[config.mk]
export PLATFORM = sky130hd
export DESIGN_NAME = modul_time_base
export DESIGN_NICKNAME = d
export VERILOG_FILES = /design/src/rtl/time_base_pkg.sv /design/src/rtl/pps_sync_edge.sv /design/src/rtl/modul_time_base.sv
export SDC_FILE = /design/constraint.sdc
export NUM_CORES = 1
export LEC_CHECK = 0
export CAP_MARGIN = 20
export CORE_ASPECT_RATIO = 1.2
export CORE_MARGIN = 10
export CORE_UTILIZATION = 35
export CTS_BUF_LIST = sky130_fd_sc_hd__clkbuf_4 sky130_fd_sc_hd__clkbuf_8
export DETAILED_ROUTE_END_ITERATION = 16
export REMOVE_ABC_BUFFERS = 1
export SYNTH_ARGS = -nofsm -noshare
export SYNTH_HDL_FRONTEND = slang
export SYNTH_HIERARCHICAL = 1
export SYNTH_SLANG_ARGS = --single-unit
[constraint.sdc]
create_clock -name clk -period 3.6 [get_ports clk]
set_clock_uncertainty 0.15 [all_clocks]
set_input_delay 0.72 -clock clk [delete_from_list [all_inputs] [get_ports clk]]
set_output_delay 0.72 -clock clk [all_outputs]
set_load 0.01 [all_outputs]
[src/rtl/time_base_pkg.sv]
// Shared definitions for the modul_time_base time base.
//   state_e    : PPS discipline state encoding.
//   early_lo() : lowest ctr_us value accepted as an early PPS edge. The late
//                bound is PPS_TOL itself.
//   params_ok(): legality of a parameter set. PPS_TOL must leave t1us phases
//                of at least 2 cycles after any in-window realign.
package time_base_pkg;

    typedef enum logic [1:0] {
        ST_FREE     = 2'd0,
        ST_ACQUIRE  = 2'd1,
        ST_LOCKED   = 2'd2,
        ST_HOLDOVER = 2'd3
    } state_e;

    function automatic int early_lo(input int clk_per_us, input int pps_tol);
        return clk_per_us - 1 - pps_tol;
    endfunction

    function automatic bit params_ok(input int clk_per_us, input int us_per_ms,
                                     input int ms_per_s, input int pps_tol);
        return ((clk_per_us % 2) == 0) && (clk_per_us >= 8) &&
               (us_per_ms >= 1) && (ms_per_s >= 1) &&
               (pps_tol >= 0) && (pps_tol <= (clk_per_us / 2) - 2);
    endfunction

endpackage

[src/rtl/pps_sync_edge.sv]
// Two-flop synchronizer for the asynchronous 1PPS input, followed by a
// registered rising-edge detector. Input rise to edge_o is 3 clk cycles.
//   clk_i  : system clock
//   rst_ni : asynchronous active-low reset
//   pps_i  : raw 1PPS input, asynchronous to clk_i
//   edge_o : one-cycle pulse per rising edge of pps_i
module pps_sync_edge (
    input  logic clk_i,
    input  logic rst_ni,
    input  logic pps_i,
    output logic edge_o
);

    logic sync_p0_q;
    logic sync_p1_q;
    logic sync_p2_q;
    logic edge_q;

    always_ff @(posedge clk_i or negedge rst_ni) begin
        if (!rst_ni) begin
            sync_p0_q <= 1'b0;
            sync_p1_q <= 1'b0;
            sync_p2_q <= 1'b0;
            edge_q    <= 1'b0;
        end else begin
            sync_p0_q <= pps_i;
            sync_p1_q <= sync_p0_q;
            sync_p2_q <= sync_p1_q;
            edge_q    <= sync_p1_q & ~sync_p2_q;
        end
    end

    assign edge_o = edge_q;

endmodule

[src/rtl/modul_time_base.sv]
// Master time base: divides clk into a 1 us square wave, 1 ms / 1 s strobes
// and a running seconds count, optionally disciplined to an external 1PPS.
//   clk     : system clock
//   rst_n   : asynchronous active-low reset
//   pps_in  : external 1PPS, asynchronous, rising edge significant
//   sync_en : enables PPS discipline
//   t1us    : 1 us square wave, ~50 % duty
//   t1ms    : one-cycle strobe per ms
//   t1s     : one-cycle strobe per s
//   sec_cnt : seconds elapsed, wraps
//   locked  : high while in the LOCKED state
//   pps_err : one-cycle strobe when a PPS edge is rejected
module modul_time_base
    import time_base_pkg::*;
#(
    parameter int CLK_PER_US = 100,
    parameter int US_PER_MS  = 1000,
    parameter int MS_PER_S   = 1000,
    parameter int PPS_TOL    = 3
) (
    input  logic        clk,
    input  logic        rst_n,
    input  logic        pps_in,
    input  logic        sync_en,
    output logic        t1us,
    output logic        t1ms,
    output logic        t1s,
    output logic [31:0] sec_cnt,
    output logic        locked,
    output logic        pps_err
);

    if (!params_ok(CLK_PER_US, US_PER_MS, MS_PER_S, PPS_TOL)) begin : g_bad_params
        $error("modul_time_base: illegal CLK_PER_US/US_PER_MS/MS_PER_S/PPS_TOL");
    end

    localparam int CW = $clog2(CLK_PER_US);
    localparam int UW = (US_PER_MS > 1) ? $clog2(US_PER_MS) : 1;
    localparam int MW = (MS_PER_S > 1) ? $clog2(MS_PER_S) : 1;

    localparam logic [CW-1:0] CTR_LAST  = CW'(CLK_PER_US - 1);
    localparam logic [CW-1:0] CTR_HALF  = CW'(CLK_PER_US / 2);
    localparam logic [CW-1:0] CTR_EARLY = CW'(early_lo(CLK_PER_US, PPS_TOL));
    localparam logic [CW-1:0] CTR_LATE  = CW'(PPS_TOL);
    localparam logic [UW-1:0] US_LAST   = UW'(US_PER_MS - 1);
    localparam logic [MW-1:0] MS_LAST   = MW'(MS_PER_S - 1);

    logic [CW-1:0] ctr_us_q, ctr_us_d;
    logic [UW-1:0] us_in_ms_q, us_in_ms_d;
    logic [MW-1:0] ms_in_s_q, ms_in_s_d;
    logic [31:0]   sec_q, sec_d;
    logic          t1us_q, t1ms_q, t1s_q, pps_err_q, locked_q;
    state_e        state_q, state_d;
    logic [1:0]    miss_q, miss_d;

    logic pps_edge;
    logic us_wrap, ms_wrap, s_wrap;
    logic early_win, late_win, in_win;
    logic realign, reject, fire_new, ms_fire, s_fire;

    pps_sync_edge u_pps_sync_edge (
        .clk_i  (clk),
        .rst_ni (rst_n),
        .pps_i  (pps_in),
        .edge_o (pps_edge)
    );

    assign us_wrap = (ctr_us_q == CTR_LAST);
    assign ms_wrap = us_wrap && (us_in_ms_q == US_LAST);
    assign s_wrap  = ms_wrap && (ms_in_s_q == MS_LAST);

    // Edge window straddles the second boundary: the tail of the last us of
    // the second (early) or the head of the first us of the next (late).
    assign early_win = (ms_in_s_q == MS_LAST) && (us_in_ms_q == US_LAST) &&
                       (ctr_us_q >= CTR_EARLY);
    assign late_win  = (ms_in_s_q == '0) && (us_in_ms_q == '0) &&
                       (ctr_us_q <= CTR_LATE);
    assign in_win    = early_win | late_win;

    always_comb begin
        state_d = state_q;
        miss_d  = (state_q == ST_LOCKED) ? miss_q : 2'd0;
        realign = 1'b0;
        reject  = 1'b0;
        if (!sync_en) begin
            state_d = ST_FREE;
        end else begin
            case (state_q)
                ST_FREE: begin
                    if (pps_edge) begin
                        realign = 1'b1;
                        state_d = ST_ACQUIRE;
                    end
                end
                ST_ACQUIRE: begin
                    if (pps_edge) begin
                        realign = 1'b1;
                        if (in_win) state_d = ST_LOCKED;
                        else        reject  = 1'b1;
                    end
                end
                ST_LOCKED: begin
                    if (pps_edge && in_win) begin
                        realign = 1'b1;
                        miss_d  = 2'd0;
                    end else if (pps_edge) begin
                        reject  = 1'b1;
                        state_d = ST_ACQUIRE;
                    end else if (miss_q == 2'd2) begin
                        state_d = ST_HOLDOVER;
                    end else if (s_wrap) begin
                        miss_d = miss_q + 2'd1;
                    end
                end
                ST_HOLDOVER: begin
                    if (pps_edge) begin
                        if (in_win) begin
                            realign = 1'b1;
                            state_d = ST_LOCKED;
                        end else begin
                            reject  = 1'b1;
                            state_d = ST_ACQUIRE;
                        end
                    end
                end
                default: state_d = ST_FREE;
            endcase
        end
    end

    // A late-window realign lands just after a boundary that already fired,
    // so only other realigns open a new second. A realign coincident with
    // the natural wrap produces a single strobe.
    assign fire_new = realign & ~late_win;
    assign ms_fire  = ms_wrap | fire_new;
    assign s_fire   = s_wrap | fire_new;

    always_comb begin
        ctr_us_d   = us_wrap ? '0 : ctr_us_q + 1'b1;
        us_in_ms_d = us_in_ms_q;
        ms_in_s_d  = ms_in_s_q;
        if (us_wrap) us_in_ms_d = (us_in_ms_q == US_LAST) ? '0 : us_in_ms_q + 1'b1;
        if (ms_wrap) ms_in_s_d  = (ms_in_s_q == MS_LAST) ? '0 : ms_in_s_q + 1'b1;
        if (realign) begin
            ctr_us_d   = '0;
            us_in_ms_d = '0;
            ms_in_s_d  = '0;
        end
        sec_d = s_fire ? sec_q + 32'd1 : sec_q;
    end

    always_ff @(posedge clk or negedge rst_n) begin
        if (!rst_n) begin
            ctr_us_q   <= '0;
            us_in_ms_q <= '0;
            ms_in_s_q  <= '0;
            sec_q      <= '0;
            t1us_q     <= 1'b0;
            t1ms_q     <= 1'b0;
            t1s_q      <= 1'b0;
            pps_err_q  <= 1'b0;
            locked_q   <= 1'b0;
            state_q    <= ST_FREE;
            miss_q     <= 2'd0;
        end else begin
            ctr_us_q   <= ctr_us_d;
            us_in_ms_q <= us_in_ms_d;
            ms_in_s_q  <= ms_in_s_d;
            sec_q      <= sec_d;
            t1us_q     <= (ctr_us_q < CTR_HALF);
            t1ms_q     <= ms_fire;
            t1s_q      <= s_fire;
            pps_err_q  <= reject;
            locked_q   <= (state_q == ST_LOCKED);
            state_q    <= state_d;
            miss_q     <= miss_d;
        end
    end

    assign t1us    = t1us_q;
    assign t1ms    = t1ms_q;
    assign t1s     = t1s_q;
    assign sec_cnt = sec_q;
    assign locked  = locked_q;
    assign pps_err = pps_err_q;

endmodule

; Yosys cells after proc, flatten, opt, wreduce, memory -nomap -nowiden
; Index checks and enable logic that the tools add are counted.
[classes]
magnitude_cmp = 3
bitwise_logic = 7
eq_ne = 13
n_div = 0
n_reduce_logical = 15
n_mul = 0
add_sub_neg = 5
n_shift = 0
muxes = 36
[ops]
columns = op, count
row1 = 10-bit 2-to-1 mux, 6
row2 = "32-bit by 1-bit adder with 32-bit output, second input constant", 1
row3 = 2-bit 2-to-1 mux, 16
row4 = "10-bit by 1-bit adder with 10-bit output, second input constant", 2
row5 = "10-bit == test, second input constant", 2
row6 = 10-bit zero test, 2
row7 = 7-bit 2-to-1 mux, 2
row8 = 1-bit 2-to-1 mux, 9
row9 = "3-bit by 2-bit inequality test with 1-bit output, second input constant", 3
row10 = 2-bit one-hot mux with 4 select lines, 1
row11 = "7-bit by 1-bit adder with 7-bit output, second input constant", 1
row12 = "7-bit == test, second input constant", 1
row13 = "7-bit >= comparator, second input constant", 1
row14 = "7-bit by 2-bit <= comparator with 1-bit output, second input constant", 1
row15 = 1-bit logical AND, 7
row16 = "7-bit by 6-bit less-than comparator with 1-bit output, second input constant", 1
row17 = "2-bit == test, second input constant", 3
row18 = "3-bit inequality test, second input constant", 2
row19 = 6-bit AND reduction, 1
row20 = "4-bit by 2-bit inequality test with 1-bit output, second input constant", 1
row21 = 2-bit nonzero test, 2
row22 = 2-bit OR reduction, 2
row23 = 1-bit OR, 3
row24 = 1-bit one-hot mux with 3 select lines, 1
row25 = other kinds (6), 8
[word_totals]
mem_bits_ro = 0
mem_count = 0
elab_cells = 94
inputBits = 4
latchBits = 0
mem_bits_rw = 0
out_inout_bits = 37
regBits = 72

; Logic depth before layout (Yosys ltp)
[logic_depth]
depth_word = 10
mapped_depth = 9
mapped_depth_nobuf = 8

; Modules after synthesis
; The synthesis kept the hierarchy.
[by_module_without_submodules]
columns = module, seq_area_each_um2, area_per_inst_um2, cells_each, n_inst
row1 = modul_time_base, 1701.6, 3487.1, 337, 1
row2 = pps_sync_edge, 100.1, 113.9, 5, 1

; Least setup slack after synthesis
; No wires, ideal clock.
[synth_path]
path_type = reg-to-reg
startpoint = register ms_in_s_q[0]
endpoint = register sec_q[1] (netlist: sec_cnt[1])
arrival_ns = 2.014
path_stages_with_launch = 8
setup_time_ns = 0.125
slack_ns = 1.311
required_time_ns = 3.325
cell_sequence = dfrtp_1 > ha_1 > nand4_1 > nor4_4 > a31oi_2 > o31ai_4 > buf_4 > mux2_2
[synth_via]
elab_chain_cells = 10
word_cells_on_any_way = 17
[synth_lines]
columns = element, line_no
row1 = start: declaration, modul_time_base.sv:50  ; logic [MW-1:0] ms_in_s_q, ms_in_s_d;
row2 = start signal: assignment, modul_time_base.sv:168  ; ms_in_s_q <= ms_in_s_d;
row3 = 10-bit == test or 10-bit zero test (tied branches), "modul_time_base.sv:70, modul_time_base.sv:74, modul_time_base.sv:76"
row4 = "1-bit logical AND, on equally long branches (2 in series)", "modul_time_base.sv:74, modul_time_base.sv:76"
row5 = 1-bit OR, modul_time_base.sv:78  ; assign in_win = early_win | late_win;
row6 = 1-bit 2-to-1 mux or 1-bit logical AND (tied branches), "modul_time_base.sv:117, modul_time_base.sv:103"
row7 = "1-bit 2-to-1 mux, on equally long branches", "modul_time_base.sv:116, modul_time_base.sv:103"
row8 = 1-bit one-hot mux with 3 select lines, modul_time_base.sv:88  ; case (state_q)
row9 = 1-bit 2-to-1 mux, modul_time_base.sv:85  ; if (!sync_en) begin
row10 = 1-bit AND, modul_time_base.sv:134  ; assign fire_new = realign & ~late_win;
row11 = 1-bit OR *, modul_time_base.sv:136  ; assign s_fire = s_wrap | fire_new;
row12 = end signal: assignment, modul_time_base.sv:157  ; sec_q <= '0;
row13 = end signal: assignment, modul_time_base.sv:169  ; sec_q <= sec_d;
row14 = end: declaration, modul_time_base.sv:51  ; logic [31:0] sec_q, sec_d;
; Every way passes the cells marked *; elsewhere a longest branch is shown, timed or not.
; A chain may end at the register's enable or synchronous reset.

; Worst setup path after layout
; Ends and elaborated chain as after synthesis.

==> out/metrics.cfg <==
[synthesis]
synthXorXnorAreaFrac_pct=11.43
synth-edff-count=0
syn_inst=342
synth_flop_cell=dfrtp_1
yosysSeqAreaShare_pct=50.03
synth_fa_ha_area_share_pct=2.780
syn_area_um2=3601
synthMuxAreaShare_pct=0.6254
yosysTopAreaCellShare_pct=50.03
synth-simple-area-share_pct=25.68
synth-compound-area-share_pct=7.088
yosys_warnings=6
synth_cell_type_count=44
synth_top_area_cell=dfrtp_1
synth_top_family_by_area=simple AND/OR/NAND/NOR gates
synth.avg_cell_area_um2=10.53
netlist_top_cells_area=dfrtp_1 50%, xnor2_1 7.1%, xor2_1 4.4%, nor2_1 3.4%, and3_1 3.0%
async_reset_ff_share_pct=100.0
synth.ff_latch_count=72

[clock_tree]
cts_buffer_depth=2
htreeDepth=3
post_cts_resized=0
cts_tree=built
post_cts_buffers=0
clock_latency_ps=340
numCtsBuffers=9
path_clk_slew_ps=80
clkSinkCount=72
hold_buffers=0
cts_root_buf=clkbuf_8

[power_and_ir_drop]
power.total_mw=1.880
power_frac_clock_pct=34.5
seq_power_share_pct=50.0
switchingPower_mw=0.5250
p_per_area_nw_per_um2=431.5
p_leak_nw=1.781
power_switching_share_pct=27.93
ir_worst_vdd_uv=192.7
comb_power_share_pct=15.6
p_int_mw=1.355

[finish]
final_util_pct=43.30
stdcell_count=521
drive_above_1_share_pct=9.873
ff_latch_area_um2=1802
final_common_cell=dfrtp_1
antenna_cells=0
multi_input_area_um2=1714
fin_area_um2=4355
fin_nets=402
final_cell_mix=72 x dfrtp_1, 39 x clkdlybuf4s50_1, 33 x nor2_1
area_growth_syn_to_layout_pct=20.95
final.fill_count=997

[global_routing]
antenna_found_initial=0
grt_pass1_vias=2809
grt_pass1_wl_mm=13.52
gr-total-overflow=0
grt_max_degree=73
grt_usage_pct=10.61

[routing]
routedWlPerCell_um=14.65
firstDrtPassIters=4
drtAntennaViolNets=0
drt-initial-drc-count=184
route.detailed.drc=0
wl_mm=7.631
num_vias=2679
avgViaCountPerCell=5.142

[floorplanning]
die-area_um2=14760
die_y_um=131.1
rows=40
die_width_um=112.6
coreArea_um2=10060
start_util_pct=35.80
top_level_ports=41

[setup_path]
cp_data_required_time_ps=3690
critical_path_class=flip-flop to flip-flop
cp_cell_sequence=ha_1 -> nand4_1 -> nor4_4 -> a31oi_2 -> o31ai_4 -> buf_4 -> mux2_2
arrival_ps=2850
worstPathMaxFanout=16
slowest_stage=o31ai_4
end_kind=flip-flop
worstSetupStartpointType=flip-flop
slowest_delay_ps=510

[placed_design]
preCtsSetupSlack_ps=697.1
gp_congestion=0.8652
dpl.hpwl_mm=5.613
io_buffer_count=40
placed_cells=505
post_dp_cell_area_um2=4151

[timing]
fin_crit_sh_pct=76.73
finalMaxSlewViolations=0
rsz0062_at_grt=false
worst_pin_slew_ps=897.9
slew_headroom_pct=40.14
setup_viol=0
hold_violations=0
min_period_ps=2762
finalSetupTns_ps=0
fin_hold_ws_ps=201.4
max_freq_mhz=362.0
fin_ws_ps=837.8

[run]
maxCapViolCount=0

[status]
status=complete, no violations

[min_path]
hp-class=flip-flop to flip-flop

path summary, 6_finish.rpt:
kind / from / endpoint / slack (ps) / cells past startpoint
max: ms_in_s_q[0] / sec_cnt[1] / 840 / 7
min: u_pps_sync_edge/sync_p0_q / u_pps_sync_edge/sync_p1_q / 200 / 0
max reg2reg: ms_in_s_q[0] / sec_cnt[1] / 840 / 7
min reg2reg: u_pps_sync_edge/sync_p0_q / u_pps_sync_edge/sync_p1_q / 200 / 0
max in group asynchronous: rst_n / ms_in_s_q[1] / 2280 / 2
min in group asynchronous: rst_n / sec_cnt[23] / 430 / 2
kinds of logic (layout without fill, tap and decap cells):
| family | after synthesis | count (layout) |
|---|---|---|
| AOI/OAI and AO/OA | 36 | 36 |
| xor gates and xnor gates | 47 | 47 |
| adders and majority gates | 8 | 8 |
| buffers and inverters | 20 | 73 |
| DFF | 72 | 72 |
| muxes | 2 | 2 |
| and+or+nand+nor | 157 | 157 |
sequential cells by signal, summed over array words and instances, names as in the netlist:
| signal | flops |
|---|---|
| u_pps_sync_edge/sync_p2_q | 1 |
| pps_err | 1 |
| us_in_ms_q | 10 |
| miss_q | 2 |
| t1ms | 1 |
| state_q | 2 |
| ctr_us_q | 7 |
| u_pps_sync_edge/edge_o | 1 |
| sec_cnt | 32 |
| t1s | 1 |
| u_pps_sync_edge/sync_p1_q | 1 |
| t1us | 1 |
| locked | 1 |
| ms_in_s_q | 10 |
| u_pps_sync_edge/sync_p0_q | 1 |
synth_stat cells, types with 3 or more instances:
master,number
a211oi_1,4
a21oi_1,10
a31oi_1,5
and2_1,5
and3_1,17
clkbuf_1,4
dfrtp_1,72
ha_1,8
inv_1,12
nand2_1,20
nand2b_1,4
nand3_1,21
nand3b_1,3
nand4_1,13
nand4b_1,3
nor2_1,33
nor3_1,11
nor4_1,5
nor4b_2,6
o211ai_1,5
o21ai_0,4
xnor2_1,29
xor2_1,18
metal layers:
layer / vias to the layer above / global-route usage (%) / share of wire (%)
met5: - / 0 / 0
met4: 0 / 4.520 / 1.8
met3: 15 / 2.687 / 5.0
met2: 51 / 16.89 / 48
met1: 1302 / 13.22 / 45
li1: 1311 / - / -
power by group through the flow:
stage | Clock, mW | Sequential [mW] | Combinational, mW
floorplan | 0 | 0.957 | 0.158
finish | 0.648 | 0.940 | 0.292
detailed placement | 0 | 0.957 | 0.298
global placement | 0 | 0.955 | 0.297
global route | 0.698 | 0.952 | 0.331
CTS | 0.676 | 0.942 | 0.299
worst max-delay path: cells and delay by family (launching register included):
family	cells	cell delay, ps
flip-flops	1	410
multiplexers	1	330
buffers and inverters	1	260
adder cells (fa/ha/maj)	1	250
AO/OA/AOI/OAI	2	700
AND/OR/NAND/NOR	2	550
cell type report:
type                    instances  area share [%]
flip-flops and latches         72           41.37
multi-input cells             250           39.36
repair buffers                 45           9.940
well taps                     126           3.620
clock buffers                  10           3.160
clock inverters                 6           1.523
inverters                      12           1.034
Note: power is estimated with default switching activity, not from simulation.
